## src/rtl/ram_req_issuer_pkg.sv

```systemverilog
// Shared types and constants for the RAM request issuer slice.
//   req_code_e : request codes popped from the request FIFO
//   state_e    : issuer FSM states
//   BURST_LEN  : read beats issued by a BURST request
package ram_req_issuer_pkg;

  typedef enum logic [1:0] {
    REQ_NOP   = 2'b00,
    REQ_READ  = 2'b01,
    REQ_WRITE = 2'b10,
    REQ_BURST = 2'b11
  } req_code_e;

  typedef enum logic [1:0] {
    ST_IDLE = 2'b00,
    ST_RD   = 2'b01,
    ST_WR   = 2'b10
  } state_e;

  localparam int unsigned BURST_LEN = 4;
  localparam int unsigned BEAT_W    = 2;
  localparam int unsigned RSP_DEPTH = 2;
  localparam int unsigned CNT_W     = 2;
  localparam int unsigned CREDIT_W  = 2;
  // Read issue stalls once this many responses are outstanding or buffered.
  localparam int unsigned CREDIT_MAX = RSP_DEPTH;

endpackage

```

## src/rtl/ram_req_issuer_if.sv

```systemverilog
// RAM command/response bus between the request issuer and the RAM.
//   master : issuer side (drives the command, receives grant and read data)
//   slave  : RAM side
interface ram_req_issuer_if #(
  parameter int unsigned AW = 12,
  parameter int unsigned DW = 32
);
  logic          ram_req;
  logic          ram_we;
  logic [AW-1:0] ram_addr;
  logic [DW-1:0] ram_wdata;
  logic          ram_gnt;
  logic          ram_rvalid;
  logic [DW-1:0] ram_rdata;

  modport master (
    output ram_req, ram_we, ram_addr, ram_wdata,
    input  ram_gnt, ram_rvalid, ram_rdata
  );

  modport slave (
    input  ram_req, ram_we, ram_addr, ram_wdata,
    output ram_gnt, ram_rvalid, ram_rdata
  );
endinterface

```

## src/rtl/ram_rsp_buf.sv

```systemverilog
// Two-entry read-response buffer.
//   push/push_data : write an entry (ignored when full)
//   pop/pop_data   : consume the head (pop_data is the head entry)
//   empty/full/count : occupancy status
module ram_rsp_buf
  import ram_req_issuer_pkg::*;
#(
  parameter int unsigned DW = 32
) (
  input  logic             clk,
  input  logic             rst_n,
  input  logic             push,
  input  logic [DW-1:0]    push_data,
  input  logic             pop,
  output logic [DW-1:0]    pop_data,
  output logic             empty,
  output logic             full,
  output logic [CNT_W-1:0] count
);

  logic [RSP_DEPTH-1:0][DW-1:0] mem_q;
  logic                         wr_ptr_q;
  logic                         rd_ptr_q;
  logic [CNT_W-1:0]             count_q;
  logic                         do_push;
  logic                         do_pop;

  assign empty    = (count_q == '0);
  assign full     = (count_q == CNT_W'(RSP_DEPTH));
  assign count    = count_q;
  assign pop_data = mem_q[rd_ptr_q];
  assign do_push  = push & ~full;
  assign do_pop   = pop & ~empty;

  // Storage, pointers and occupancy; simultaneous push/pop keeps the count.
  always_ff @(posedge clk or negedge rst_n) begin
    if (!rst_n) begin
      mem_q    <= '0;
      wr_ptr_q <= 1'b0;
      rd_ptr_q <= 1'b0;
      count_q  <= '0;
    end else begin
      if (do_push) begin
        mem_q[wr_ptr_q] <= push_data;
        wr_ptr_q        <= ~wr_ptr_q;
      end
      if (do_pop) begin
        rd_ptr_q <= ~rd_ptr_q;
      end
      case ({do_push, do_pop})
        2'b10:   count_q <= count_q + CNT_W'(1);
        2'b01:   count_q <= count_q - CNT_W'(1);
        default: count_q <= count_q;
      endcase
    end
  end

endmodule

```

## src/rtl/ram_req_issuer.sv

```systemverilog
// Pops request codes from a FIFO and issues single reads, 4-beat read bursts
// and single writes to a RAM, one request in flight at a time. Read data is
// buffered in a 2-entry response buffer guarded by a credit counter so that
// no read return is ever dropped.
//   fifo_empty/fifo_data/fifo_pop : request FIFO head and pop
//   cfg_load/cfg_base_addr        : address pointer load (any state)
//   wr_valid/wr_data/wr_ready     : write-data offer and acceptance
//   ram                           : RAM command bus (master side)
//   rsp_valid/rsp_data/rsp_ready  : buffered read responses
//   busy                          : FSM not in IDLE
module ram_req_issuer
  import ram_req_issuer_pkg::*;
#(
  parameter int unsigned AW = 12,
  parameter int unsigned DW = 32
) (
  input  logic          clk,
  input  logic          rst_n,
  input  logic          fifo_empty,
  input  logic [1:0]    fifo_data,
  output logic          fifo_pop,
  input  logic          cfg_load,
  input  logic [AW-1:0] cfg_base_addr,
  input  logic          wr_valid,
  input  logic [DW-1:0] wr_data,
  output logic          wr_ready,
  ram_req_issuer_if.master ram,
  output logic          rsp_valid,
  output logic [DW-1:0] rsp_data,
  input  logic          rsp_ready,
  output logic          busy
);

  state_e              state_q, state_d;
  logic [BEAT_W-1:0]   beat_q, beat_d;
  logic [AW-1:0]       addr_q;
  logic                rd_gnt_q;
  logic                rv_mask_q;
  logic                grant;
  logic [CREDIT_W-1:0] credit;
  logic [CNT_W-1:0]    buf_count;
  logic                buf_empty;
  logic                buf_full;
  logic                buf_push;
  logic                buf_pop;

  // A read granted last cycle has its data in flight and already owns a slot.
  assign credit   = CREDIT_W'(rd_gnt_q) + CREDIT_W'(buf_count);
  assign grant    = ram.ram_req & ram.ram_gnt;
  assign ram.ram_addr = addr_q;
  assign busy     = (state_q != ST_IDLE);

  // Returns for reads issued before a reset are dropped in the first cycle after release.
  assign buf_push  = ram.ram_rvalid & ~rv_mask_q & ~buf_full;
  assign buf_pop   = rsp_valid & rsp_ready;
  assign rsp_valid = ~buf_empty;

  // Next-state and command decode.
  always_comb begin
    state_d       = state_q;
    beat_d        = beat_q;
    fifo_pop      = 1'b0;
    wr_ready      = 1'b0;
    ram.ram_req   = 1'b0;
    ram.ram_we    = 1'b0;
    ram.ram_wdata = '0;
    case (state_q)
      ST_IDLE: begin
        fifo_pop = ~fifo_empty;
        if (!fifo_empty) begin
          case (req_code_e'(fifo_data))
            REQ_READ: begin
              state_d = ST_RD;
              beat_d  = '0;
            end
            REQ_BURST: begin
              state_d = ST_RD;
              beat_d  = BEAT_W'(BURST_LEN - 1);
            end
            REQ_WRITE: state_d = ST_WR;
            default:   state_d = ST_IDLE;
          endcase
        end
      end
      ST_RD: begin
        ram.ram_req = (credit < CREDIT_W'(CREDIT_MAX));
        if (ram.ram_req && ram.ram_gnt) begin
          if (beat_q == '0) begin
            state_d = ST_IDLE;
          end else begin
            beat_d = beat_q - BEAT_W'(1);
          end
        end
      end
      ST_WR: begin
        ram.ram_req   = wr_valid;
        ram.ram_we    = 1'b1;
        ram.ram_wdata = wr_data;
        wr_ready      = wr_valid & ram.ram_gnt;
        if (wr_valid && ram.ram_gnt) begin
          state_d = ST_IDLE;
        end
      end
      default: state_d = ST_IDLE;
    endcase
  end

  // State, beat counter, address pointer (load beats increment) and credit tracking.
  always_ff @(posedge clk or negedge rst_n) begin
    if (!rst_n) begin
      state_q   <= ST_IDLE;
      beat_q    <= '0;
      addr_q    <= '0;
      rd_gnt_q  <= 1'b0;
      rv_mask_q <= 1'b1;
    end else begin
      state_q   <= state_d;
      beat_q    <= beat_d;
      rd_gnt_q  <= grant & ~ram.ram_we;
      rv_mask_q <= 1'b0;
      if (cfg_load) begin
        addr_q <= cfg_base_addr;
      end else if (grant) begin
        addr_q <= addr_q + AW'(1);
      end
    end
  end

  ram_rsp_buf #(
    .DW (DW)
  ) u_rsp_buf (
    .clk       (clk),
    .rst_n     (rst_n),
    .push      (buf_push),
    .push_data (ram.ram_rdata),
    .pop       (buf_pop),
    .pop_data  (rsp_data),
    .empty     (buf_empty),
    .full      (buf_full),
    .count     (buf_count)
  );

endmodule

```

## src/flat_wrapper.sv

```systemverilog
// flat-port wrapper written by rule: the top's interface ports become plain ports
module ram_req_issuer_flat import ram_req_issuer_pkg::*;
#(
  parameter int unsigned AW = 12,
  parameter int unsigned DW = 32
)
  (clk, rst_n, fifo_empty, fifo_data, fifo_pop, cfg_load, cfg_base_addr, wr_valid, wr_data, wr_ready, rsp_valid, rsp_data, rsp_ready, busy, ram_ram_req, ram_ram_we, ram_ram_addr, ram_ram_wdata, ram_ram_gnt, ram_ram_rvalid, ram_ram_rdata);
  ram_req_issuer_if #(.AW(AW), .DW(DW)) ram_i ();
  input  logic clk;
  input  logic rst_n;
  input  logic fifo_empty;
  input  logic [1:0] fifo_data;
  output logic fifo_pop;
  input  logic cfg_load;
  input  logic [AW-1:0] cfg_base_addr;
  input  logic wr_valid;
  input  logic [DW-1:0] wr_data;
  output logic wr_ready;
  output logic rsp_valid;
  output logic [DW-1:0] rsp_data;
  input  logic rsp_ready;
  output logic busy;
  output wire logic [$bits(ram_i.ram_req)-1:0] ram_ram_req;
  output wire logic [$bits(ram_i.ram_we)-1:0] ram_ram_we;
  output wire logic [$bits(ram_i.ram_addr)-1:0] ram_ram_addr;
  output wire logic [$bits(ram_i.ram_wdata)-1:0] ram_ram_wdata;
  input wire logic [$bits(ram_i.ram_gnt)-1:0] ram_ram_gnt;
  input wire logic [$bits(ram_i.ram_rvalid)-1:0] ram_ram_rvalid;
  input wire logic [$bits(ram_i.ram_rdata)-1:0] ram_ram_rdata;
  assign ram_ram_req = ram_i.ram_req;
  assign ram_ram_we = ram_i.ram_we;
  assign ram_ram_addr = ram_i.ram_addr;
  assign ram_ram_wdata = ram_i.ram_wdata;
  assign ram_i.ram_gnt = ram_ram_gnt;
  assign ram_i.ram_rvalid = ram_ram_rvalid;
  assign ram_i.ram_rdata = ram_ram_rdata;
  ram_req_issuer #(.AW(AW), .DW(DW)) u_core (.clk(clk), .rst_n(rst_n), .fifo_empty(fifo_empty), .fifo_data(fifo_data), .fifo_pop(fifo_pop), .cfg_load(cfg_load), .cfg_base_addr(cfg_base_addr), .wr_valid(wr_valid), .wr_data(wr_data), .wr_ready(wr_ready), .ram(ram_i), .rsp_valid(rsp_valid), .rsp_data(rsp_data), .rsp_ready(rsp_ready), .busy(busy));
endmodule
```

## config.mk

```make
export PLATFORM = sky130hd
export DESIGN_NAME = ram_req_issuer_flat
export DESIGN_NICKNAME = d
export VERILOG_FILES = /design/src/rtl/ram_req_issuer_pkg.sv /design/src/rtl/ram_req_issuer_if.sv /design/src/rtl/ram_rsp_buf.sv /design/src/rtl/ram_req_issuer.sv /design/src/flat_wrapper.sv
export SDC_FILE = /design/constraint.sdc
export NUM_CORES = 1
export LEC_CHECK = 0
export CAP_MARGIN = 10
export CORE_MARGIN = 2
export CORE_UTILIZATION = 43
export DETAILED_ROUTE_END_ITERATION = 16
export PLACE_DENSITY = 0.82
export SLEW_MARGIN = 20
export SYNTH_ARGS = -nofsm -noshare
export SYNTH_HDL_FRONTEND = slang
export SYNTH_HIERARCHICAL = 1
export SYNTH_SLANG_ARGS = --single-unit
```

## constraint.sdc

```tcl
create_clock -name clk -period 4.5 [get_ports clk]
set_clock_uncertainty 0.1 [all_clocks]
set_input_delay 1.125 -clock clk [delete_from_list [all_inputs] [get_ports clk]]
set_output_delay 1.125 -clock clk [all_outputs]
set_load 0.02 [all_outputs]
```

==> results.txt <==
For this run, design rule violations remaining after detail routing come to 0. The antenna cell count came out at 0. The number of antenna violations at the first check in global routing was 0. The via count of the first global-routing pass was around 3.6k. For this run, the top clock speed supported by timing is approximately 250 MHz. The signal on the critical path passes through clkdlybuf4s50_1 > a32o_1 > and2_1 > clkdlybuf4s50_1. In this run the register-to-register setup slack is between 2 and 2.5 ns. The count of cell types in the netlist is between 40 and 50. The total of flip-flops plus latches after synthesis is 86. The global-route wire length before repair is 17500 microns. The worst setup path startpoint is wr_valid. Summed over all nets, the half-perimeter wirelength after detailed placement is roughly 8000 microns. The final sum of negative setup slack came out at 0 ns. Clock latency on the worst-skew pair, taken at its later pin, is 0.35 ns. The top flip-flop cell by instance count after synthesis is dfrtp_1.

The worst hold path begins at u_core/u_rsp_buf/mem_q[31]. The synthesized netlist occupies a cell area of about 0.0044 sq mm. The iteration count of the initial detailed-routing pass is 4. The total routing usage reported by global routing is roughly a fifth. The synthesis-to-finish area growth came out at 44.5%. The average wire length per cell after detail routing came out at 16.7 microns. The final number of setup-violating endpoints is 0. Headroom to the max-slew limit came out at roughly half.

TritonCTS built the clock tree. The quantity of I/O buffers inserted on ports is approximately 170. In this run the critical register-to-register path is captured at u_core/u_rsp_buf/mem_q[2]. The area of the core came out at 0.00982 sq mm. The critical path's most frequent cell is clkdlybuf4s50_1. The most common library cell in the layout ignoring fill and taps is clkdlybuf4s50_1. The synthesized area divided by synthesized cell count came out at 12.3 sq um. Counting flops with an async set or reset pin after synthesis yields a share of between 90% and 100%. After layout, the minimum clock period comes to 3.97 ns. In the synthesized netlist, the number of instances is approximately 350. Measured in cells, the most critical reg-to-reg path has a length of 6.

The kind of capture point of the worst setup path is an output pin. The worst-case hold slack is 0.391 ns. The total buffers and inverters traversed by the critical path is 2. The startpoint type of the worst setup path is a primary input. In the finished design, the share of the clock period the worst path needs comes to between 80% and 90%. The first routing iteration left 85 violations.

The CTS root buffer is clkbuf_8. The flow ran to the end, and the final reports show no timing, DRC or antenna violations. The width of the die came out at roughly 100 microns.

The slowest stage of the critical path is the clkdlybuf4s50_1 cell. The weighted congestion at the end of routability-driven global placement is ~0.89. The buffer levels on the longest clock path came out at 2. Once the clock tree was built, the setup fixing pass inserted 0 buffers.

The data arrival time of the critical path came out at 2.75 ns. Buffers inserted during clock tree synthesis total 9. The count of fill cells added during filler insertion came out at 810. The site row count is 36. The number of max-cap violations is 0. The starting utilization of the core area is about 45%. For this block, the via count after detailed routing is 3417. The deepest level of the CTS H-tree came out at 3.

The endpoint required time on the critical path came out at between 3 and 4 ns. The peak per-stage delay on the critical path is 0.61 ns. The worst setup path is of the in -> out kind. For this run the aggregate overflow at the end of global routing stands at 0. The die covers ~0.011 sq mm. The fraction of layout instances using a drive strength above 1 is roughly 23%. The number of hold violations in the final report came out at 0.

In this run the static leakage power is ~2.6 nW. Of all nets on the critical path, the largest fanout is 6. The number of buffers inserted by hold repair at cts came out at 0. The clock net sink count is between 80 and 90.

The reg-to-reg critical path startpoint is u_core/u_rsp_buf/count[0]. The worst IR drop on VDD is around 290 uV. The count of warnings emitted by yosys is 6. The ratio of total power to cell area came out at about 640 mW/mm^2. The synthesized design contains 0 enable-type register cells. The logic depth of the worst path, buffers included is 4. In the layout the commonest cells are clkdlybuf4s50_1 (166), mux2_2 (92), dfrtp_1 (85).

The detailed-route vias per instance is 5.22. The number of nets produced by synthesis came out at 446. After clock tree synthesis, the clock-pin slew on the worst setup and hold paths is around 0.080 ns. For the pin with the worst max-slew slack, the measured transition is around 0.77 ns. The post-CTS resize count is 0. The overall die height is 105 microns.

The number of nets with antenna violations after detailed routing is 0. In this design, the largest share of critical-path delay is due to buffers and inverters. The number of pins with negative max-slew slack in the final report was 0.

The most critical setup path has its endpoint at ram_ram_req. The total wirelength of the detailed-routed design came out at around 11000 microns. Setup repair after global routing left no endpoint under its margin.

The type of the most critical hold path is reg -> reg. Entering global routing, the biggest net connects 87 pins. After synthesis, flip-flops and latches occupy between 40% and 50% of the total area.

Pin placement for this block handled between 150 and 200 I/O pins. The post-layout net count came out at between 600 and 700.
## area by class of cell
type	count	area [sq um]	area share, %
inverters	10	37.5	0.595
well taps	133	166	2.64
repair buffers	171	1700	27.0
flip-flops and latches	86	2150	34.1
clock inverters	5	58.8	0.931
clock buffers	11	141	2.24
multi-input cells	239	2050	32.5
## flip-flops by register name (all words and copies together) (netlist names)
register and count:
u_core/u_rsp_buf/wr_ptr_q 1, u_core/beat_q 2, u_core/u_rsp_buf/rd_ptr_q 1, u_core/u_rsp_buf/count 2, u_core/rd_gnt_q 1, u_core/u_rsp_buf/mem_q 64, u_core/ram.ram_addr 12, u_core/rv_mask_q 1
u_core/state_q 2
## worst register-to-register path, stage by stage (launching register included)
cell      delay [ns]
dfrtp_1         0.46
nand2b_4        0.18
inv_2           0.05
nor3b_1         0.27
nor3b_4         0.44
buf_4           0.44
mux2_2          0.39
## cells by family after synthesis
kind of cell | after synthesis | share of synthesized area (%)
xor gates and xnor gates | 5 | 1.00
other | 1 | 0.0858
buffers and inverters | 29 | 3.75
muxes | 100 | 25.7
and+or+nand+nor | 93 | 12.9
adders and majority gates | 6 | 1.72
AOI/OAI and AO/OA | 34 | 5.55
DFF | 86 | 49.3
## report_power, final
group | leakage [nW] | switching, mW | internal (mW)
combinational | 1.43 | 1.01 | 1.19
sequential | 1.02 | 0.186 | 1.11
clock | 0.0955 | 0.273 | 0.272
## through the flow
step / cells / setup WS [ns] / cell area (sq um) / power (mW) / utilization (%)
global route: 655 / 0.446 / 6310 / 4.30 / 64.3
global placement: 639 / 0.539 / 6110 / 3.46 / 62.2
CTS: 655 / 0.515 / 6310 / 4.09 / 64.3
finish: 655 / 0.527 / 6310 / 4.05 / 64.3
detailed placement: 639 / 0.523 / 6110 / 3.53 / 62.2
floorplan: 354 / 1.68 / 4370 / 2.67 / -
## per-layer routing
metal	GRT usage, %	vias up	wire length [microns]
li1	-	1574	-
met3	6.43	22	759
met2	36.0	146	5520
met5	0	-	0
met1	22.2	1675	4370
met4	8.19	0	274
## cell usage after synthesis (all sizes together), types with 4 or more instances
library cell / count / share of area [%]
nor2: 12 / 1.0
and3: 4 / 0.57
mux2: 98 / 25
a31oi: 11 / 1.6
buf: 11 / 2.2
ha: 6 / 1.7
inv: 9 / 0.77
nand2: 9 / 0.77
clkbuf: 8 / 0.72
dfrtp: 85 / 49
o21ai: 11 / 1.3
nand3: 7 / 0.92
or3: 6 / 0.86
and2: 36 / 5.2
## how the worst min path moves through the flow
stage / endpoint / slack (ns) / cells past startpoint
after global placement: u_core/u_rsp_buf/mem_q[0] / 0.36 / 1
after detailed placement: u_core/u_rsp_buf/mem_q[31] / 0.38 / 1
after global routing: u_core/u_rsp_buf/mem_q[29] / 0.42 / 1
after floorplan: u_core/u_rsp_buf/mem_q[38] / 0.35 / 1
after CTS: u_core/u_rsp_buf/mem_q[31] / 0.40 / 1
final: u_core/u_rsp_buf/mem_q[31] / 0.39 / 1
Power figures use the tool's default switching activity.
